[src/rtl/seg7_pkg.sv]
// seg7_pkg: shared constants for the seven-segment display path.
//   NUM_DIGITS   - digits on the board display
//   BLANK_NIBBLE - nibble value rendered as a dark digit (also used by the
//                  BCD stage to fill unused leading digits)
//   SEG_CODE     - nibble -> {g,f,e,d,c,b,a}, active-high, indexed by nibble
package seg7_pkg;

   localparam int         NUM_DIGITS   = 8;
   localparam logic [3:0] BLANK_NIBBLE = 4'hF;

   // Element 15 is listed first (packed array, MSB first).
   localparam logic [15:0][6:0] SEG_CODE = {
      7'h00,   // F : blank
      7'h79,   // E
      7'h5E,   // d
      7'h39,   // C
      7'h7C,   // b
      7'h77,   // A
      7'h6F,   // 9
      7'h7F,   // 8
      7'h07,   // 7
      7'h7D,   // 6
      7'h6D,   // 5
      7'h66,   // 4
      7'h4F,   // 3
      7'h5B,   // 2
      7'h06,   // 1
      7'h3F    // 0
   };

endpackage

[src/rtl/seg7_decode.sv]
// seg7_decode: combinational nibble to seven-segment decoder, active-high.
//   nibble_i - 4-bit digit value (0-9, A-E, F = blank)
//   seg_o    - {g,f,e,d,c,b,a}, 1 = segment lit
module seg7_decode
   import seg7_pkg::*;
(
   input  logic [3:0] nibble_i,
   output logic [6:0] seg_o
);

   assign seg_o = SEG_CODE[nibble_i];

endmodule

[src/rtl/seg7_scan.sv]
// seg7_scan: time-multiplexed driver for an 8-digit seven-segment display.
//   clk        - system clock
//   rst        - synchronous active-high reset
//   disp_data  - packed nibbles, [3:0] = rightmost digit ... [31:28] = leftmost
//   dp_mask    - decimal point request, bit i = digit i
//   an         - anode enables, bit i = digit i
//   seg        - {g,f,e,d,c,b,a}
//   dp         - decimal point
//   frame_sync - one-cycle pulse when a new frame's data has been latched
// Display data is captured only at the frame boundary so a frame never mixes
// old and new digits. All outputs are registered (one cycle of latency).
module seg7_scan
   import seg7_pkg::*;
#(
   parameter int SCAN_DIV     = 100000,
   parameter int BLANK_CYCLES = 1000,
   parameter bit ACTIVE_LOW   = 1'b1
) (
   input  logic        clk,
   input  logic        rst,
   input  logic [31:0] disp_data,
   input  logic [7:0]  dp_mask,
   output logic [7:0]  an,
   output logic [6:0]  seg,
   output logic        dp,
   output logic        frame_sync
);

   localparam int             CW        = $clog2(SCAN_DIV);
   localparam logic [CW-1:0]  CNT_MAX   = CW'(SCAN_DIV - 1);
   localparam logic [CW-1:0]  BLANK_LIM = CW'(BLANK_CYCLES);

   // Polarity masks: XOR with these turns an active-high value into the
   // pin level, and also gives the "everything off" level when applied to 0.
   localparam logic [7:0] AN_POL  = {8{ACTIVE_LOW}};
   localparam logic [6:0] SEG_POL = {7{ACTIVE_LOW}};
   localparam logic       DP_POL  = ACTIVE_LOW;

   logic [CW-1:0] cnt_q, cnt_d;
   logic [2:0]    idx_q, idx_d;
   logic [31:0]   shadow_data_q;
   logic [7:0]    shadow_dp_q;
   logic          frame_sync_q;
   logic [7:0]    an_q, an_d;
   logic [6:0]    seg_q, seg_d;
   logic          dp_q, dp_d;

   logic          last_slot;
   logic          boundary;
   logic          in_blank;
   logic [3:0]    cur_nibble;
   logic [6:0]    cur_seg;

   // Anti-ghost window at the start of each slot; a zero-length window is
   // removed entirely rather than compared against zero.
   generate
      if (BLANK_CYCLES > 0) begin : g_blank
         assign in_blank = (cnt_q < BLANK_LIM);
      end else begin : g_noblank
         assign in_blank = 1'b0;
      end
   endgenerate

   assign last_slot  = (cnt_q == CNT_MAX);
   assign boundary   = last_slot && (idx_q == 3'(NUM_DIGITS - 1));
   assign cur_nibble = shadow_data_q[idx_q*4 +: 4];

   seg7_decode u_decode (
      .nibble_i (cur_nibble),
      .seg_o    (cur_seg)
   );

   always_comb begin
      cnt_d = last_slot ? '0 : cnt_q + 1'b1;
      idx_d = last_slot ? idx_q + 3'd1 : idx_q;

      an_d  = '0;
      seg_d = '0;
      dp_d  = 1'b0;
      if (!in_blank) begin
         an_d  = 8'd1 << idx_q;
         seg_d = cur_seg;
         dp_d  = shadow_dp_q[idx_q];
      end
      an_d  = an_d  ^ AN_POL;
      seg_d = seg_d ^ SEG_POL;
      dp_d  = dp_d  ^ DP_POL;
   end

   always_ff @(posedge clk) begin
      if (rst) begin
         cnt_q         <= '0;
         idx_q         <= '0;
         shadow_data_q <= {NUM_DIGITS{BLANK_NIBBLE}};
         shadow_dp_q   <= '0;
         frame_sync_q  <= 1'b0;
         an_q          <= AN_POL;
         seg_q         <= SEG_POL;
         dp_q          <= DP_POL;
      end else begin
         cnt_q        <= cnt_d;
         idx_q        <= idx_d;
         frame_sync_q <= boundary;
         if (boundary) begin
            shadow_data_q <= disp_data;
            shadow_dp_q   <= dp_mask;
         end
         an_q  <= an_d;
         seg_q <= seg_d;
         dp_q  <= dp_d;
      end
   end

   assign an         = an_q;
   assign seg        = seg_q;
   assign dp         = dp_q;
   assign frame_sync = frame_sync_q;

endmodule

[config.mk]
export PLATFORM = sky130hd
export DESIGN_NAME = seg7_scan
export DESIGN_NICKNAME = d
export VERILOG_FILES = /design/src/rtl/seg7_pkg.sv /design/src/rtl/seg7_decode.sv /design/src/rtl/seg7_scan.sv
export SDC_FILE = /design/constraint.sdc
export NUM_CORES = 1
export LEC_CHECK = 0
export CELL_PAD_IN_SITES_DETAIL_PLACEMENT = 0
export CELL_PAD_IN_SITES_GLOBAL_PLACEMENT = 2
export CORE_MARGIN = 4
export CORE_UTILIZATION = 36
export CTS_CLUSTER_DIAMETER = 50
export DETAILED_ROUTE_END_ITERATION = 6
export PLACE_DENSITY_LB_ADDON = 0.2
export SYNTH_ARGS = -nofsm -noshare
export SYNTH_HDL_FRONTEND = slang
export SYNTH_SLANG_ARGS = --single-unit
[constraint.sdc]
create_clock -name clk -period 6.95 [get_ports clk]
set_input_delay 1.0425 -clock clk [delete_from_list [all_inputs] [get_ports clk]]
set_output_delay 1.0425 -clock clk [all_outputs]
set_load 0.05 [all_outputs]
# After elaboration in Yosys (flattened, before gate mapping)
# Memory sizes are Yosys's and may differ from the RTL's.
# Index checks and enable logic that the tools add are counted.
[totals]
register_bits = 77
latch_bits = 0
ram_bits = 0
mem_bits_ro = 112
in_bits = 42
wordCells = 29
memories = 1
[classes]
n_addsub = 2
n_mul = 0
div_mod_pow = 0
order_cmp = 3
eq_ne = 2
shifts = 2
muxes = 6
bitwise = 3
reduce_logical = 2
[mem_list]
columns = ["name", "words", "word_bits", "rd", "rd_ports_with_merged_regs", "write_ports", "line_no", "text"]
rows = [
  ["(no name shown)", 16, 7, 1, 0, 0, "seg7_decode.sv:11", "assign seg_o = SEG_CODE[nibble_i];"],
]
[op_table]
columns = ["operator", "n"]
rows = [
  ["variable part select 32 x 6 -> 4 bit", 1],
  ["adder 17 x 1 -> 17 bit (second input constant)", 1],
  ["equality test 17 bit (second input constant)", 1],
  ["less-than comparator 17 x 10 -> 1 bit (second input constant)", 1],
  ["2-to-1 mux 7 bit", 2],
  ["2-to-1 mux 8 bit", 1],
  ["inverter 8 bit", 1],
  ["<< shifter 1 x 3 -> 8 bit (first input constant)", 1],
  ["inverter 7 bit", 1],
  ["less-than comparator 4 x 5 -> 1 bit (second input constant)", 1],
  ["less-than comparator 3 x 4 -> 1 bit (second input constant)", 1],
  ["adder 3 x 1 -> 3 bit (second input constant)", 1],
  ["binary-select mux 1 bit (select 3 bit)", 1],
  ["equality test 3 bit (second input constant)", 1],
  ["2-to-1 mux 1 bit", 2],
  ["OR reduction 2 bit", 1],
  ["logical AND 1 bit", 1],
  ["inverter 1 bit", 1],
]

# Depth between registers and ports, before layout
[depth]
depth_word = 5
ltp_mapped = 9
depth_no_buf = 7

# Cells and area by module
# A second synthesis with hierarchy kept.
[unflattened]
hier_cells = 390
hier_area_um2 = 3601.0
[modules_own_cells]
columns = ["mod", "instances", "cells_per_inst", "area_each_um2", "seq_area_each_um2"]
rows = [
  ["seg7_scan", 1, 350, 3315.7, 1541.5],
  ["seg7_decode", 1, 40, 285.3, 0.0],
]

# Least setup slack after synthesis
# OpenSTA, ideal clock, no wires.
[synth_timing]
path_type = "reg2reg"
start = "reg idx_q[0]"
end = "reg seg_q[1], in the netlist seg[1]"
arrival_time_ns = 2.277
t_required_ns = 6.811
path_slack_ns = 4.534
stages_incl_launch_ff = 10
path_cell_list = "dfxtp_1 -> buf_2 -> buf_2 -> mux4_2 -> mux2_2 -> inv_1 -> ha_1 -> inv_1 -> mux2_2 -> o221ai_1"
[synth_between]
elab_chain_cells = 5
[synth_lines]
columns = ["item", "line_no", "text"]
rows = [
  ["start: declaration", "seg7_scan.sv:40", "logic [2:0] idx_q, idx_d;"],
  ["start signal: assignment", "seg7_scan.sv:102", "idx_q <= idx_d;"],
  ["variable part select 32 x 6 -> 4 bit", "seg7_scan.sv:66", "assign cur_nibble = shadow_data_q[idx_q*4 +: 4];"],
  ["memory read (16 x 7 bit)", "--", ""],
  ["2-to-1 mux 7 bit (implied by the code)", "seg7_decode.sv:11", ""],
  ["2-to-1 mux 7 bit", "seg7_scan.sv:80", "if (!in_blank) begin"],
  ["inverter 7 bit (no line)", "--", ""],
  ["end signal: assignment", "seg7_scan.sv:109", "seg_q <= seg_d;"],
  ["end: declaration", "seg7_scan.sv:45", "logic [6:0] seg_q, seg_d;"],
]
# Every way passes these cells. The select of a mux whose other input is x is not followed.
# A chain may end at the register's enable or synchronous reset.

# Final worst setup path
# Ends and elaborated chain as after synthesis.

==> summary.md <==
| Metric | Value |
|---|---|
| Yosys cell types | `44` |
| Hold_buf cts | `0` |
| IO Port Bufs | `58` |
| Vias/cell | `5.10` |
| Diode count | `0` |
| Netlist Area Pre-Place | `0.00357 mm2` |
| Design area | `0.00441 mm2` |
| Hold path start | `shadow_data_q[23]` |
| Cell Area, Placed | `0.00416 mm2` |
| Clock transition at path regs | `0.09 ns` |
| Hold endpoint | `shadow_data_q[23]` |
| Synth Area per Inst | `10.3 um2` |
| All-layer global routing usage | `14.7%` |
| TritonCTS buffer count | `9` |
| Hold slack | `0.463 ns` |
| F_max | `0.359 GHz` |
| RSZ-0062 raised after global routing | `false` |
| Crit share post-route | `40.0%` |
| # setup viols final | `0` |
| Pwr Total | `0.886 mW` |
| Critical path launch point type | `flop` |
| Drt pass-1 iters | `4` |
| CTS tree | `built` |
| #FFs+latches synth | `77` |
| Die area | `0.0116 mm2` |
| CP cell instances | `mux4_2, mux2_2, inv_1, ha_1, inv_1, mux2_2, o221ai_1` |
| Crit Path Max Fanout | `18` |
| Final design utilization | `45.3%` |
| Synth warn | `0` |
| Buffers & Inverters on Critical Path | `2` |
| Antenna-violating nets left | `0` |
| Kind of critical path | `flop to flop` |
| Register Area | `0.00154 mm2` |
| CP arrival | `2.97 ns` |
| Post-Route Setup TNS | `0 ns` |
| Starting Density | `36.7%` |
| RePlAce Congestion | `0.799` |
| Final slew viol count | `0` |
| Area of the multi-input gates | `0.00182 mm2` |
| Status | `completed` |
| Sequential area share after synthesis | `43.2%` |
| Share of layout cells above drive strength 1 | `14.8%` |
| Rel. slew slack | `36.9%` |
| Class of the worst hold path | `flop to flop` |
| Area Overhead vs Synth | `23.6%` |
| CP peak stage delay | `0.95 ns` |
| Cts repair resizes | `0` |
| Drt initial violations | `115` |
| Register-to-Register Path Depth | `7` |
| Crit path time final | `2.78 ns` |
| Worst path slowest cell | `dfxtp_1` |
| Root Buffer | `clkbuf_8` |
| R2r setup slk | `4.17 ns` |
| Drt wl/cell | `15.0 um` |
| Worst ir drop on vdd | `0.000104 V` |
| Nets | `448` |
| Fill count | `976` |
| Clock Path Buffers | `2` |
| Htree depth | `3` |
| Synth Net Count | `402` |
| Max_cap viols | `0` |
| Grt ovf | `0` |
| Clock Latency Late Sink | `0.35 ns` |
| Origin of the critical flop-to-flop path | `idx_q[0]` |
| Core Area | `0.00973 mm2` |
| Crit. End Element | `flop` |
| PwrDens | `201 mW/mm2` |
| Die Wd | `108 um` |
| WHS Path Cells | `1` |
| DRC viols | `0` |
| CTS sink cnt | `77` |
| Leakage | `1.63 nW` |
| Initial antenna violation count | `0` |
| Most common cell after layout, fill and taps aside | `dfxtp_1` |
| Crit path required time | `7.14 ns` |
| I/O pins | `59` |
| Drt total wl | `7.98 mm` |
| First-pass GRT wire length | `13.4 mm` |
| Hold Vio Cnt, Final | `0` |
| Largest net degree at the start of global routing | `52` |
| Vias in the first global route | `2,670` |
| Worst Max-Slew Pin Slew | `0.945 ns` |
| Site row count | `36` |
| Via count | `2,708` |
| Delay-heaviest family, CP | `multiplexers` |
| Commonest non-fill, non-tap cells in the layout | `77 x dfxtp_1, 57 x clkdlybuf4s50_1, 29 x a211o_1` |
| Worst Skew | `0.0147 ns` |
| Reg-to-reg critical path endpoint | `seg[1]` |
| Setup Buffers After CTS | `0` |
| Die Y | `108 um` |
| Post-Synthesis Cells | `347` |
| Hpwl dp | `5.65 mm` |
-- synthesized netlist by cell type (all sizes together) --
library cell	count	area [um2]
or4bb	1	11.3
mux2i	12	120
a311oi	1	8.76
xor2	5	43.8
or4	3	26.3
nand3	20	100
a211o	32	284
or2	1	6.26
and3	32	221
nor4	3	48.8
nand2b	3	18.8
inv	11	41.3
nand3b	2	15.0
nor3	4	20.0
nor2	18	67.6
a22oi	2	15.0
nand4b	1	8.76
a211oi	1	7.51
a21oi	13	65.1
nand4	4	25.0
nor3b	3	22.5
mux4	8	180
or3	5	31.3
o21ai	12	60.1
mux2	6	67.6
buf	12	96.3
a32oi	1	8.76
dfxtp	77	1540
and4	3	26.3
o221ai	3	26.3
clkbuf	12	55.1
xnor2	7	61.3
nand2	15	63.8
dlygate4sd3	1	10.0
ha	13	163
-- layer usage --
metal	vias up	track usage, %	wire [um]
li1	1362	-	-
met1	1280	19.6	3840
met2	55	22.5	3700
met3	11	4.38	339
met4	0	4.96	104
met5	-	0	0
-- layout make-up --
| cell class | count | area share [%] |
|---|---|---|
| Sequential cell | 77 | 35.0 |
| Tap cell | 133 | 3.77 |
| Clock inverter | 7 | 2.78 |
| Multi-Input combinational cell | 234 | 41.4 |
| Inverter | 11 | 0.936 |
| Timing Repair Buffer | 60 | 13.4 |
| Clock buffer | 9 | 2.81 |
-- through the flow --
stage / worst slack, ns / std cells
floorplan: 4.53 / 347
global route: 3.87 / 531
CTS: 4.13 / 531
global placement: 4.22 / 515
detailed placement: 4.13 / 515
finish: 4.17 / 531
-- worst reg2reg max path, stage by stage, from the launching register on --
cell and delay (ns):
dfxtp_1 0.95, mux4_2 0.60, mux2_2 0.34, inv_1 0.15
ha_1 0.24, inv_1 0.09, mux2_2 0.15, o221ai_1 0.11
-- flip-flops by register name, summed over array words and instances, names as in the netlist --
register / cells
idx_q: 3
shadow_data_q: 32
an: 8
dp: 1
shadow_dp_q: 8
seg: 7
frame_sync: 1
cnt_q: 17
-- power by group --
group | internal, mW | switching [mW] | leakage (nW)
combinational | 0.0215 | 0.0106 | 0.891
clock | 0.240 | 0.170 | 0.116
sequential | 0.442 | 0.00154 | 0.623
-- cell families after synthesis --
kind of cell / count (synthesis) / synth area share [%]
and+or+nand+nor: 118 / 20.0
DFF: 77 / 43.2
AOI/OAI and AO/OA: 65 / 13.3
buffers and inverters: 36 / 5.68
muxes: 26 / 10.3
adders and majority gates: 13 / 4.56
xor gates and xnor gates: 12 / 2.95
-- how the worst max path moves through the flow --
| stage | from | to | slack, ns | cells past startpoint |
|---|---|---|---|---|
| final | idx_q[0] | seg[1] | 4.17 | 7 |
| after global routing | idx_q[0] | seg[6] | 3.87 | 6 |
| after CTS | idx_q[0] | seg[1] | 4.13 | 7 |
| after detailed placement | idx_q[0] | seg[1] | 4.13 | 7 |
| after global placement | idx_q[0] | seg[1] | 4.22 | 7 |
| after floorplan | idx_q[0] | seg[1] | 4.53 | 9 |
No activity file was read; power rests on OpenSTA's default activity.
